**src/rtl/sm4_axis_blk_pack.sv**
```systemverilog
// sm4_axis_blk_pack
// Packs an 8-bit AXI-Stream packet into 128-bit SM4 blocks. The first byte of a
// block lands in [127:120]. A final partial block is either PKCS#7 padded
// (PAD_EN=1) or zero-filled (PAD_EN=0). With PAD_EN=1, a packet whose length
// is a multiple of 16 is followed by an extra block of sixteen 0x10 bytes.
//
// Ports:
//   clk, rst        - rising-edge clock, asynchronous active-high reset
//   s_axis_*        - byte input (tdata/tvalid/tready/tlast/tuser)
//   m_blk_data      - assembled block, first byte in [127:120]
//   m_blk_valid     - block valid, held until m_blk_ready
//   m_blk_ready     - downstream accepts block
//   m_blk_last      - final block of the packet
//   m_blk_user      - tuser tag sampled on the first byte of the packet
//   m_blk_nbytes    - payload bytes in the block (pad bytes excluded)
module sm4_axis_blk_pack #(
    parameter int PAD_EN = 1,
    parameter int USER_W = 8
) (
    input  logic              clk,
    input  logic              rst,
    input  logic [7:0]        s_axis_tdata,
    input  logic              s_axis_tvalid,
    output logic              s_axis_tready,
    input  logic              s_axis_tlast,
    input  logic [USER_W-1:0] s_axis_tuser,
    output logic [127:0]      m_blk_data,
    output logic              m_blk_valid,
    input  logic              m_blk_ready,
    output logic              m_blk_last,
    output logic [USER_W-1:0] m_blk_user,
    output logic [4:0]        m_blk_nbytes
);

    typedef enum logic [1:0] {FILL, HOLD, PADBLK} state_t;

    state_t            state_reg, state_next;
    logic [3:0]        cnt_reg, cnt_next;
    logic [127:0]      data_reg, data_next;
    logic [USER_W-1:0] user_reg, user_next;
    logic [4:0]        nbytes_reg, nbytes_next;
    logic              last_reg, last_next;
    logic              pad_flag_reg, pad_flag_next;
    logic              first_reg, first_next;  // next accepted byte starts a packet

    logic [7:0]        pad_byte;
    logic [127:0]      lane_fill;

    // Pad value for the tail of a partial last block: 16 - (cnt+1) = 15 - cnt.
    assign pad_byte = (PAD_EN != 0) ? (8'd15 - {4'd0, cnt_reg}) : 8'd0;

    // Block image after accepting the current byte: the byte goes into lane
    // cnt; if it carries tlast, every lane after it takes the pad value so a
    // stale tail from the previous block never leaks out.
    genvar gi;
    generate
        for (gi = 0; gi < 16; gi++) begin : g_lane
            assign lane_fill[127-8*gi -: 8] =
                (4'(gi) == cnt_reg)                  ? s_axis_tdata :
                (s_axis_tlast && (4'(gi) > cnt_reg)) ? pad_byte     :
                                                       data_reg[127-8*gi -: 8];
        end
    endgenerate

    always_ff @(posedge clk or posedge rst) begin
        if (rst) begin
            state_reg    <= FILL;
            cnt_reg      <= 4'd0;
            data_reg     <= 128'd0;
            user_reg     <= '0;
            nbytes_reg   <= 5'd0;
            last_reg     <= 1'b0;
            pad_flag_reg <= 1'b0;
            first_reg    <= 1'b1;
        end else begin
            state_reg    <= state_next;
            cnt_reg      <= cnt_next;
            data_reg     <= data_next;
            user_reg     <= user_next;
            nbytes_reg   <= nbytes_next;
            last_reg     <= last_next;
            pad_flag_reg <= pad_flag_next;
            first_reg    <= first_next;
        end
    end

    always_comb begin
        state_next    = state_reg;
        cnt_next      = cnt_reg;
        data_next     = data_reg;
        user_next     = user_reg;
        nbytes_next   = nbytes_reg;
        last_next     = last_reg;
        pad_flag_next = pad_flag_reg;
        first_next    = first_reg;

        case (state_reg)
            FILL: begin
                if (s_axis_tvalid) begin
                    data_next  = lane_fill;
                    cnt_next   = cnt_reg + 4'd1;
                    first_next = s_axis_tlast;
                    if (first_reg) begin
                        user_next = s_axis_tuser;
                    end
                    if ((cnt_reg == 4'd15) || s_axis_tlast) begin
                        state_next    = HOLD;
                        cnt_next      = 4'd0;
                        nbytes_next   = {1'b0, cnt_reg} + 5'd1;
                        // An exactly-full last block under PKCS#7 still needs
                        // the trailing all-0x10 block, which then carries last.
                        pad_flag_next = (PAD_EN != 0) && s_axis_tlast && (cnt_reg == 4'd15);
                        last_next     = s_axis_tlast && !((PAD_EN != 0) && (cnt_reg == 4'd15));
                    end
                end
            end
            HOLD: begin
                if (m_blk_ready) begin
                    if (pad_flag_reg) begin
                        state_next    = PADBLK;
                        data_next     = {16{8'h10}};
                        nbytes_next   = 5'd0;
                        last_next     = 1'b1;
                        pad_flag_next = 1'b0;
                    end else begin
                        state_next = FILL;
                    end
                end
            end
            PADBLK: begin
                if (m_blk_ready) begin
                    state_next = FILL;
                end
            end
            default: begin
                state_next = FILL;
            end
        endcase
    end

    assign s_axis_tready = (state_reg == FILL);
    assign m_blk_valid   = (state_reg != FILL);
    assign m_blk_data    = data_reg;
    assign m_blk_user    = user_reg;
    assign m_blk_nbytes  = nbytes_reg;
    assign m_blk_last    = last_reg;

endmodule
```
**config.mk**
```make
export PLATFORM = sky130hd
export DESIGN_NAME = sm4_axis_blk_pack
export DESIGN_NICKNAME = d
export VERILOG_FILES = /design/src/rtl/sm4_axis_blk_pack.sv
export SDC_FILE = /design/constraint.sdc
export NUM_CORES = 1
export LEC_CHECK = 0
export ABC_AREA = 1
export CORE_MARGIN = 5
export CORE_UTILIZATION = 55
export CTS_CLUSTER_DIAMETER = 30
export DETAILED_ROUTE_END_ITERATION = 7
export PLACE_DENSITY = 0.91
export SKIP_CTS_REPAIR_TIMING = 1
export SYNTH_ARGS = -nofsm -noshare
export SYNTH_HDL_FRONTEND = slang
export SYNTH_SLANG_ARGS = --single-unit
export TNS_END_PERCENT = 1
```
**constraint.sdc**
```tcl
create_clock -name clk -period 13.4 [get_ports clk]
set_input_delay 2.01 -clock clk [delete_from_list [all_inputs] [get_ports clk]]
set_output_delay 2.01 -clock clk [all_outputs]
set_load 0.01 [all_outputs]
```
==> impl_metrics.yaml <==
final_layout:
  finalNetCount: 1149
  antenna-diode-count: 0
  layout.cell_area.non_filler_um2: 9600
  nFillCells: 959
  largest_reg_flops: 128
  final_layout_size_suffix_gt1_share_pct: 5.10
  area_growth_syn_to_layout_pct: 33.0
sta:
  minimum_period_implied_by_the_final_worst_setup_slack_ns: 4.39
  timing.setup.tns_ns: 0
  skew_ns: 0.00554
  report.final.hold_viol_count: 0
  worstMarginPinSlew_ns: 1.04
  timing_max_transition_violations_final: 0
  fmax_mhz: 228
  slew_headroom_pct: 30.1
  rsz0062_at_grt: "no"
  setup_viol: 0
  fin_crit_sh_pct: 32.8
floorplan:
  die-area_um2: 15500
  initial_core_util_pct: 56.7
  ioPinCount: 165
  rows: 41
  core_um2: 12700
  die-width_um: 125
  die_y_extent_um: 125
synth:
  syn_inst: 969
  synth-edff-count: 0
  synth_most_common_cell: "sky130_fd_sc_hd__nand2_1"
  yosys-top-cells-count: "sky130_fd_sc_hd__nand2_1, sky130_fd_sc_hd__dfrtp_1, sky130_fd_sc_hd__nand3_1, sky130_fd_sc_hd__nor2_1, sky130_fd_sc_hd__o21ai_0"
  synth_fp_nets: 993
  synth.ff_latch_count: 150
  async_reset_ff_share_pct: 100
  synth_top_area_share_pct: 51.6
  synth.lib_cells_used.distinct: 25
  synth-seq-area-share_pct: 52.0
  yosysTopAreaCell: "sky130_fd_sc_hd__dfrtp_1"
  avg_inst_size_synth_um2: 7.45
  yosys-top-cells-area: "sky130_fd_sc_hd__dfrtp_1, sky130_fd_sc_hd__nand2_1, sky130_fd_sc_hd__nand3_1"
  synthFlopType: "sky130_fd_sc_hd__dfrtp_1"
  post_synth_instance_area_um2: 7220
  synth.yosys.warnings: 0
worst_setup_path:
  start_kind: "flip-flop"
  setup.worst_path.class: "flip-flop to output pin"
  critical_path.endpoint_type: "output pin"
  critical_path.max_fanout: 13
  cp_data_required_time_ns: 11.39
  timing.critical_path.arrival_ns: 2.38
global_route:
  grt_pass1_vias: 7014
  groute.usage.overall_pct: 28.0
  grt_start_max_net_pins: 79
  overflow: 0
  grt_antenna_before_repair: 0
  grt_pass1_wl_mm: 35.3
detailed_routing:
  wire_per_inst_um: 16.6
  routed-via-count: 7258
  route.final.wire_length_mm: 21.7
  postRouteAntennaNets: 0
  drt-pass1-iter-count: 7
  first_iter_violations: 826
  post-route-drc-count: 0
  post_drt_via_cell_ratio: 5.54
placed_design:
  port_buffers: 164
  final_wtd_congestion: 0.937
  detailedPlacementHpwl_mm: 15.4
  dpl_cell_area_um2: 8970
flow_run:
  cap_viol_max_count: 0
power:
  worst_ir_drop_vdd_uv: 116
  total_leakage_power_uw: 0.00499
  power-per-cell-area_nw_per_um2: 201
clock_network:
  cts_sinks: 150
  tritoncts: "yes"
  htree_levels: 4
  cts.root.buffer_cell: "sky130_fd_sc_hd__clkbuf_16"
  clock_pin_slew_on_the_worst_setup_and_hold_paths_ns: 0.06
  cts.path.max_buffers: 2
  clock_latency_ns: 0.43
  numCtsBuffers: 17
hold_path:
  min_path_type: "flip-flop to flip-flop"
run_status:
  status: "finished, final reports clean"
-- layout by cell type, fill, tap and decap left out --
master                            instances
sky130_fd_sc_hd__nor2_2                   6
sky130_fd_sc_hd__nor2_4                   2
sky130_fd_sc_hd__nand3_4                  1
sky130_fd_sc_hd__nand3_1                 98
sky130_fd_sc_hd__dfstp_2                  1
sky130_fd_sc_hd__o31ai_1                  1
sky130_fd_sc_hd__dfrtp_1                149
sky130_fd_sc_hd__inv_6                    1
sky130_fd_sc_hd__nand3b_1                 8
sky130_fd_sc_hd__nand3_2                  2
sky130_fd_sc_hd__clkbuf_16               17
sky130_fd_sc_hd__nand4_1                  9
sky130_fd_sc_hd__clkinv_2                 2
sky130_fd_sc_hd__nand2_2                  5
sky130_fd_sc_hd__o21ai_0                 61
sky130_fd_sc_hd__inv_1                   44
sky130_fd_sc_hd__a21oi_1                  8
sky130_fd_sc_hd__buf_4                    5
sky130_fd_sc_hd__bufinv_16                4
sky130_fd_sc_hd__nand2_1                452
sky130_fd_sc_hd__clkinvlp_4               2
sky130_fd_sc_hd__clkdlybuf4s50_1        164
sky130_fd_sc_hd__a31oi_1                  1
sky130_fd_sc_hd__clkinv_1                 3
sky130_fd_sc_hd__clkbuf_1                 4
sky130_fd_sc_hd__ha_1                     3
sky130_fd_sc_hd__clkbuf_8                 3
sky130_fd_sc_hd__nor2_1                  74
sky130_fd_sc_hd__nor3_1                   1
sky130_fd_sc_hd__inv_2                    7
-- worst max-delay path, cell delays in order (launching register included) --
cell                              delay [ns]
sky130_fd_sc_hd__dfrtp_1                0.44
sky130_fd_sc_hd__nor2_1                 0.81
sky130_fd_sc_hd__clkdlybuf4s50_1        0.70
-- per-stage QoR --
stage               setup slack, ns  total power [µW]  std cells  utilization (%)  hold slack (ns)
global placement               8.86              1390       1278             70.5            0.453
CTS                            9.11              1930       1310             75.5            0.472
finish                         9.01              1930       1310             75.5            0.467
global route                   8.88              2030       1310             75.5            0.490
detailed placement             8.73              1420       1278             70.5            0.458
floorplan                      7.36              1020        969                -            0.500
-- report_power, final --
part / internal, µW / leakage [µW] / switching, µW
registers: 594 / 0.00193 / 104
clock network: 326 / 0.000300 / 181
logic: 337 / 0.00276 / 385
-- metal layers --
layer | track usage, % | part of all wire (%) | vias up
met2 | 45.5 | 48 | 411
li1 | - | - | 3378
met4 | 10.6 | 3.0 | 0
met5 | 0 | 0 | -
met1 | 36.4 | 39 | 3403
met3 | 6.99 | 9.6 | 66
-- path summary, 6_finish.rpt --
kind	start	depth (start not counted)	end	slack (ns)
max	state_reg[0]	2	s_axis_tready	9.01
min	m_blk_user[3]	2	m_blk_user[3]	0.47
max reg2reg	state_reg[0]	8	m_blk_data[23]	10.61
min reg2reg	m_blk_user[3]	2	m_blk_user[3]	0.47
max in group asynchronous	rst	3	m_blk_user[4]	9.99
min in group asynchronous	rst	2	m_blk_data[15]	2.07
-- logic make-up after synthesis --
group / Yosys count / synth area share (%)
AND/OR/NAND/NOR: 658 / 37.5
buffers and inverters: 87 / 4.96
flip-flops: 150 / 52.0
adder cells (fa/ha/maj): 3 / 0.520
AO/OA/AOI/OAI: 71 / 4.97
-- cell type report --
type	instances	area, µm²	area share (%)
Sequential cell	150	3750	39.1
Clock inverter	8	145	1.51
Multi-Input combinational cell	732	3110	32.4
Inverter	55	211	2.20
Timing Repair Buffer	169	1680	17.5
Clock buffer	24	482	5.02
Tap cell	172	215	2.24
No activity file was read; power rests on OpenSTA's default activity.
